File: src/rtl/fetch_sequencer.sv
// Fetch sequencer: owns the architectural PC, issues one instruction fetch at a
// time and holds the returned word in a one-entry IF output register for decode.
// EX redirects retarget the PC and flush the IF register. A kill flag marks an
// in-flight fetch made stale by a redirect so that its response is discarded.
module fetch_sequencer #(
  parameter logic [31:0] RESET_PC = 32'h0000_0000
) (
  input  logic        clk,
  input  logic        rstn,
  input  logic        redir_valid,
  input  logic [2:0]  redir_op,
  input  logic [31:0] redir_pc,
  input  logic [31:0] redir_imm,
  input  logic [31:0] redir_aluout,
  output logic        imem_req_valid,
  output logic [31:0] imem_req_addr,
  input  logic        imem_req_ready,
  input  logic        imem_rsp_valid,
  input  logic [31:0] imem_rsp_data,
  output logic        if_valid,
  output logic [31:0] if_pc,
  output logic [31:0] if_instr,
  input  logic        if_ready
);

  typedef enum logic [1:0] {
    ST_BOOT  = 2'd0,
    ST_FETCH = 2'd1,
    ST_WAIT  = 2'd2
  } state_e;

  localparam logic [2:0] OP_BRANCH = 3'd1;
  localparam logic [2:0] OP_JUMP   = 3'd2;
  localparam logic [2:0] OP_JALR   = 3'd3;

  state_e      state_q, state_d;
  logic [31:0] pc_q, pc_d;
  logic        kill_q, kill_d;
  logic        ifValid_q, ifValid_d;
  logic [31:0] ifPc_q, ifPc_d;
  logic [31:0] ifInstr_q, ifInstr_d;

  logic [31:0] redirTarget;
  logic        redirAct;
  logic        reqHandshake;

  // A request may only go out when the IF register will be free by the time the response lands.
  assign imem_req_valid = (state_q == ST_FETCH) && (!ifValid_q || if_ready);
  assign imem_req_addr  = pc_q;
  assign reqHandshake   = imem_req_valid && imem_req_ready;
  assign redirAct       = redir_valid && (state_q != ST_BOOT);

  assign if_valid = ifValid_q;
  assign if_pc    = ifPc_q;
  assign if_instr = ifInstr_q;

  // Redirect target selection; unknown opcodes fall back to the sequential PC.
  always_comb begin
    redirTarget = redir_pc + 32'd4;
    case (redir_op)
      OP_BRANCH, OP_JUMP: redirTarget = redir_pc + redir_imm;
      OP_JALR:            redirTarget = redir_aluout & 32'hFFFF_FFFE;
      default:            redirTarget = redir_pc + 32'd4;
    endcase
  end

  // Next-state logic: fetch handshake, response capture, consumption and redirect override.
  always_comb begin
    state_d   = state_q;
    pc_d      = pc_q;
    kill_d    = kill_q;
    ifValid_d = ifValid_q;
    ifPc_d    = ifPc_q;
    ifInstr_d = ifInstr_q;

    if (ifValid_q && if_ready) begin
      ifValid_d = 1'b0;
    end

    case (state_q)
      ST_BOOT: begin
        state_d = ST_FETCH;
      end
      ST_FETCH: begin
        if (reqHandshake) begin
          state_d = ST_WAIT;
          if (redirAct) begin
            kill_d = 1'b1;
          end
        end
      end
      ST_WAIT: begin
        if (imem_rsp_valid) begin
          state_d = ST_FETCH;
          kill_d  = 1'b0;
          if (!kill_q && !redirAct) begin
            ifValid_d = 1'b1;
            ifPc_d    = pc_q;
            ifInstr_d = imem_rsp_data;
            pc_d      = pc_q + 32'd4;
          end
        end else if (redirAct) begin
          kill_d = 1'b1;
        end
      end
      default: begin
        state_d = ST_BOOT;
      end
    endcase

    if (redirAct) begin
      pc_d      = redirTarget;
      ifValid_d = 1'b0;
    end
  end

  // State register with synchronous active-low reset.
  always_ff @(posedge clk) begin
    if (!rstn) begin
      state_q   <= ST_BOOT;
      pc_q      <= RESET_PC;
      kill_q    <= 1'b0;
      ifValid_q <= 1'b0;
      ifPc_q    <= 32'd0;
      ifInstr_q <= 32'd0;
    end else begin
      state_q   <= state_d;
      pc_q      <= pc_d;
      kill_q    <= kill_d;
      ifValid_q <= ifValid_d;
      ifPc_q    <= ifPc_d;
      ifInstr_q <= ifInstr_d;
    end
  end

endmodule

File: config.mk
export PLATFORM = sky130hd
export DESIGN_NAME = fetch_sequencer
export DESIGN_NICKNAME = d
export VERILOG_FILES = /design/src/rtl/fetch_sequencer.sv
export SDC_FILE = /design/constraint.sdc
export NUM_CORES = 1
export LEC_CHECK = 0
export ABC_AREA = 1
export CORE_MARGIN = 4
export CORE_UTILIZATION = 40
export CTS_CLUSTER_SIZE = 24
export DETAILED_ROUTE_END_ITERATION = 7
export HOLD_SLACK_MARGIN = 0.08
export PLACE_DENSITY = 0.81
export SETUP_SLACK_MARGIN = 0.2
export SLEW_MARGIN = 20
export SYNTH_ARGS = -nofsm -noshare
export SYNTH_HDL_FRONTEND = slang
export SYNTH_SLANG_ARGS = --single-unit
File: constraint.sdc
create_clock -name clk -period 2.2 [get_ports clk]
set_input_delay 0.33 -clock clk [delete_from_list [all_inputs] [get_ports clk]]
set_output_delay 0.33 -clock clk [all_outputs]
set_load 0.02 [all_outputs]
==> results.toml, run 1 <==
[floorplan]
io_pins = 235
die_y_um = 148
num_rows = 50
die_w_um = 148
dieArea_mm2 = 0.0218
core_mm2 = 0.0190
start_util_pct = 41.1

[sta]
final.setup.worst_slack_ps = 214
final_max_slew_viol_count = 0
rsz0062_at_grt = "true"
max_freq_mhz = 503
fin_crit_sh_pct = 90.3
fin_crit_ps = 1990
skew_ps = 7.45
slew_headroom_pct = 68.5
worst_pin_slew_ps = 469
timing_hold_violations_final = 0
finalSetupViolations = 0

[routing]
ant_nets = 0
dr.pass1.iters = 5
wl_per_cell_um = 17.8
vias = 10131
drc = 0
drt-total-wl_um = 34100
vias_per_cell = 5.30
drtIter0Drc = 852

[pwr]
power.density_mw_per_mm2 = 465
leakage_uw = 0.00589
peakVddDrop_v = 0.000377

[finish]
final_cells = 1913
ff_latch_area_mm2 = 0.00200
final_common_cell = "nand2_1"
fillers = 1642
drive_gt1_share_pct = 23.3
postLayoutCoreUtil_pct = 67.6
mostFrequentLayoutCells = "289 x nand2_1, 189 x clkdlybuf4s50_1, 167 x buf_4"
area_growth_syn_to_layout_pct = 64.7
design_area_mm2 = 0.0128
fin_nets = 1819
antenna_cells = 0
multiInputGateArea_mm2 = 0.00592

[yosys]
synth_ff_type = "dfxtp_1"
syn_avg_cell_area_um2 = 6.12
yosysTopAreaCellShare_pct = 25.7
seq_area_frac_synth_pct = 25.7
synth_top_area_cell = "dfxtp_1"
syn_inst = 1273
async_reset_ff_share_pct = 0
synth_seq_cells = 100
syn_area_mm2 = 0.00779
ys_types = 52
syn-num-nets = 1444
yosysWarnings = 0
synth_edf_count = 0
synth.area.top_cells = "dfxtp_1 26%, nand2_1 16%, nor2_1 9.0%"

[critical_path]
required_ps = 2440
critPathSlowestCell = "clkdlybuf4s50_1"
cpPeakStageDelay_ps = 560
startpoint_type = "input pin"
timing.rr.start = "imem_req_addr[2]"
worstSetupStartpoint = "redir_pc[24]"
crit_buf_inv = 2
path_class = "input pin to flop"
r2r_cells = 13
rrSetupSlack_ps = 320
path_cells = "clkdlybuf4s50_1, buf_4, nand2_1, nor2_1, nand2_1, nor2_1, nand4_1, xnor2_2, a21oi_1, a21oi_2"
cp_max_fo = 3
end_kind = "flop"
cp_top_family = "buffers and inverters"
arrival_ps = 2230
r2r_end = "imem_req_addr[28]"

[global_routing]
first_global_vias = 9633
grt_antenna_before_repair = 0
use_met2_pct = 49.3
grt_usage_pct = 29.3
grtUsageMet1_pct = 38.4
use_met3_pct = 3.89
grt_pass1_wl_um = 51100
grt_max_degree = 53
grt.busiest_layer = "met2"
grt-ovfl-total = 0

[clock_network]
cts_sinks = 100
cts_tree = "done"
cts_max_path_buffers = 2
numCtsBuffers = 9
cts-root-buf = "clkbuf_16"
htree_levels = 3
clk_latency_ps = 350
clk_pin_slew_ps = 70

[placement]
dp_slack_ps = -449
io_buffers = 233
postPlaceCellArea_mm2 = 0.0115
placedCellCount = 1888
place.gp.congestion = 0.991
hpwlAfterDp_um = 26400

[min_path]
min_path_type = "input pin to flop"
hold_end = "imem_req_addr[2]"
hold_depth = 3
min_from = "rstn"

[job]
drv_cap = 0

[status]
status = "completed"
-- kinds of logic after synthesis --
| kind of cell | share of synthesized area, % |
|---|---|
| flops | 25.7 |
| fa+ha+maj | 5.56 |
| xor+xnor | 4.05 |
| simple gates | 37.3 |
| buf+inv | 9.06 |
| compound gates | 18.3 |
-- report_power, final --
group / leakage, µW / internal [µW] / total (µW) / switching, µW
sequential: 0.000814 / 1900 / 2010 / 107
combinational: 0.00493 / 1070 / 2290 / 1230
clock: 0.000145 / 922 / 1660 / 742
total: 0.00589 / 3890 / 5960 / 2080
-- worst reg2reg max path, stage by stage (launching register included) --
cell      delay (ps)
dfxtp_1          360
ha_2             220
nand3_2          100
nor2_4           150
nand2_2          120
nor2_4           140
nand2_4           90
nor2_8           130
nand2_4           70
nor2_4            90
nand2_1           50
nand2_1           50
nand3b_1         120
a21oi_2          120
-- Yosys cell counts (all sizes together) (3+ instances only) --
library cell	n
o211ai	7
or2	10
dfxtp	100
ha	33
o21a	3
xnor2	9
inv	137
nand3b	11
nand3	63
a211oi	6
a41oi	3
a21oi	105
nor2	195
o21bai	6
o221ai	6
clkbuf	28
nor3	31
nand4	18
xor2	27
o21ai	107
nand2	333
nor4	4
buf	13
-- how the worst max path moves through the flow --
| stage | cells past startpoint | slack (ps) | endpoint |
|---|---|---|---|
| finish | 10 | 210 | imem_req_addr[28] |
| global route | 17 | 150 | imem_req_addr[30] |
| CTS | 12 | 140 | imem_req_addr[28] |
| detailed placement | 14 | -450 | imem_req_addr[28] |
| global placement | 18 | -440 | imem_req_addr[30] |
| floorplan | 17 | 240 | imem_req_addr[30] |
-- area by class of cell --
class	instances	area share, %
well taps	260	2.54
flip-flops and latches	100	15.6
repair buffers	405	29.2
multi-input cells	993	46.2
clock buffers	10	1.86
clock inverters	6	0.556
inverters	139	4.07
-- sequential cells by signal (all words and copies together), names as in the netlist --
name and cells:
kill_q 1, imem_req_addr 32, state_q 2, if_instr 32, if_valid 1, if_pc 32
-- routing by layer --
layer  part of all wire (%)  vias up
li1                       -     4936
met1                     42     4632
met2                     47      451
met3                    6.2      112
met4                    4.5        0
met5                      0        -
-- repair_timing --
item,4_1_cts,5_1_grt
buffers inserted,4,5
resized for setup,75,150
pin swaps,27,39
hold buffers,0,0
endpoints found under the setup margin,29,29
-- through the flow --
step	power [µW]	TNS [ps]	hold WS, ps
CTS	5770	0	443
finish	5960	0	464
detailed placement	4040	-9480	468
floorplan	2960	0	443
global placement	4010	-8150	449
global route	6230	0	473
No activity file was read; power rests on OpenSTA's default activity.
==> run 2: changes to the inputs <==
--- a/config.mk
+++ b/config.mk
@@ -13,7 +13,7 @@
 export HOLD_SLACK_MARGIN = 0.08
 export PLACE_DENSITY = 0.81
 export SETUP_SLACK_MARGIN = 0.2
-export SLEW_MARGIN = 20
+export SKIP_CTS_REPAIR_TIMING = 1
 export SYNTH_ARGS = -nofsm -noshare
 export SYNTH_HDL_FRONTEND = slang
 export SYNTH_SLANG_ARGS = --single-unit
==> run 2 against run 1 <==
Critical path type unchanged; critical endpoint is now imem_req_addr[27]; register-to-register slack about the same; largest cell class unchanged; cell area about the same; total power decreased by 0.11%; via count decreased by 0.14%; sequential power about the same; first-iteration DRC count decreased by 2.2%; sequential share of layout area about the same; non-clock buffer count decreased by 3; global-route usage decreased by 0.53 points; die area unchanged; core utilization about the same.
==> results.toml, run 2 (synthesized netlist as in run 1, its figures left out) <==
[status]
status = "completed"

[floorplan]
num_rows = 50
die_w_um = 148
io_pins = 235
die_y_um = 148
core_mm2 = 0.0190
dieArea_mm2 = 0.0218
start_util_pct = 41.1

[critical_path]
cp_top_family = "simple AND/OR/NAND/NOR gates"
crit_buf_inv = 2
path_class = "input pin to flop"
critPathSlowestCell = "clkdlybuf4s50_1"
startpoint_type = "input pin"
end_kind = "flop"
path_cells = "clkdlybuf4s50_1, ha_2, nand2_2, nor2_4, inv_1, nor3_2, nand2_1, nand3_1, nand3_1, nand2_1, nand2_1, a21oi_1"
cp_max_fo = 4
arrival_ps = 2300
cpPeakStageDelay_ps = 450
crit_top_cell = "nand2_1"
required_ps = 2480

[min_path]
min_path_type = "input pin to flop"

[finish]
fillers = 1639
final_cells = 1910
antenna_cells = 0
area_growth_syn_to_layout_pct = 64.6
drive_gt1_share_pct = 23.3
final_common_cell = "nand2_1"
mostFrequentLayoutCells = "285 x nand2_1, 196 x clkdlybuf4s50_1, 163 x buf_4"
postLayoutCoreUtil_pct = 67.6
fin_nets = 1816

[sta]
final.setup.worst_slack_ps = 176
finalSetupViolations = 0
slew_headroom_pct = 70.2
fin_crit_sh_pct = 92.0
fin_crit_ps = 2020
rsz0062_at_grt = "true"
worst_pin_slew_ps = 443
fin_hold_ws_ps = 430
final_max_slew_viol_count = 0
skew_ps = 4.09
max_freq_mhz = 494
timing_hold_violations_final = 0

[placement]
dp_slack_ps = -449
io_buffers = 233
placedCellCount = 1888
hpwlAfterDp_um = 26400
place.gp.congestion = 0.991

[clock_network]
numCtsBuffers = 9
clk_pin_slew_ps = 70
cts-root-buf = "clkbuf_16"
cts_tree = "done"
htree_levels = 3
cts_max_path_buffers = 2
clk_latency_ps = 350
cts_sinks = 100

[global_routing]
grt_usage_pct = 28.8
grt_max_degree = 53
grt_pass1_wl_um = 50100
grt_antenna_before_repair = 0
first_global_vias = 9495
grt-ovfl-total = 0

[routing]
drt-total-wl_um = 33900
vias = 10117
dr.pass1.iters = 7
ant_nets = 0
drtIter0Drc = 833
drc = 0
vias_per_cell = 5.30
wl_per_cell_um = 17.8

[pwr]
leakage_uw = 0.00592
power.density_mw_per_mm2 = 465
peakVddDrop_v = 0.000377
finalPower_uw = 5960

[job]
drv_cap = 0
## run 2: changes by cell type in the layout (fill, tap and decap cells not counted), moves of 2 or more
| cell | previous run | this run |
|---|---|---|
| dlygate4sd2_1 | 9 | 0 |
| clkdlybuf4s50_1 | 189 | 196 |
| ha_4 | 27 | 22 |
| buf_4 | 167 | 163 |
| dlymetal6s2s_1 | 32 | 36 |
| nand2_1 | 289 | 285 |
| ha_2 | 2 | 5 |
| inv_1 | 119 | 122 |
| inv_2 | 18 | 15 |
| nand2_4 | 9 | 12 |
| clkdlybuf4s15_1 | 2 | 0 |
| ha_1 | 4 | 6 |
| nor2_1 | 162 | 160 |
## run 2: worst min-delay path: stages
cell and delay, ps:
dlymetal6s2s_1 110, buf_4 110, a21oi_1 60, a21oi_1 130
## run 2: per-layer routing
metal  wire [µm]  up-vias  global-route usage (%)
met5           0        -                       0
met4        1400        0                    10.3
met3        2200      103                    3.86
met2       16200      477                    48.2
met1       14200     4610                    38.0
li1            -     4927                       -
## run 2: final timing paths
check | end | cells past startpoint | slack (ps) | startpoint
setup / recovery | imem_req_addr[27] | 12 | 180 | redir_pc[22]
hold / removal | imem_req_addr[0] | 4 | 430 | redir_pc[0]
setup reg to reg | imem_req_addr[28] | 13 | 320 | imem_req_addr[2]
hold reg to reg | if_pc[2] | 2 | 470 | if_pc[2]
## run 2: layout make-up
type                    instances  area [µm²]  area share, %
repair buffers                402        3740           29.2
clock buffers                  10         239           1.86
flip-flops and latches        100        2000           15.6
multi-input cells             993        5920           46.1
inverters                     139         522           4.07
clock inverters                 6        71.3          0.556
well taps                     260         325           2.54
## run 2: where the power goes
part	internal (µW)	leakage [µW]	switching, µW	total [µW]
combinational	1060	0.00496	1230	2290
sequential	1900	0.000814	107	2010
clock	922	0.000145	737	1660
total	3880	0.00592	2070	5960
## run 2: stage by stage
stage | cell area, µm² | setup TNS (ps)
after floorplan | 7790 | 0
after global placement | 11500 | -8150
after detailed placement | 11500 | -9480
after CTS | 11900 | -600
after global routing | 12800 | 0
final | 12800 | 0
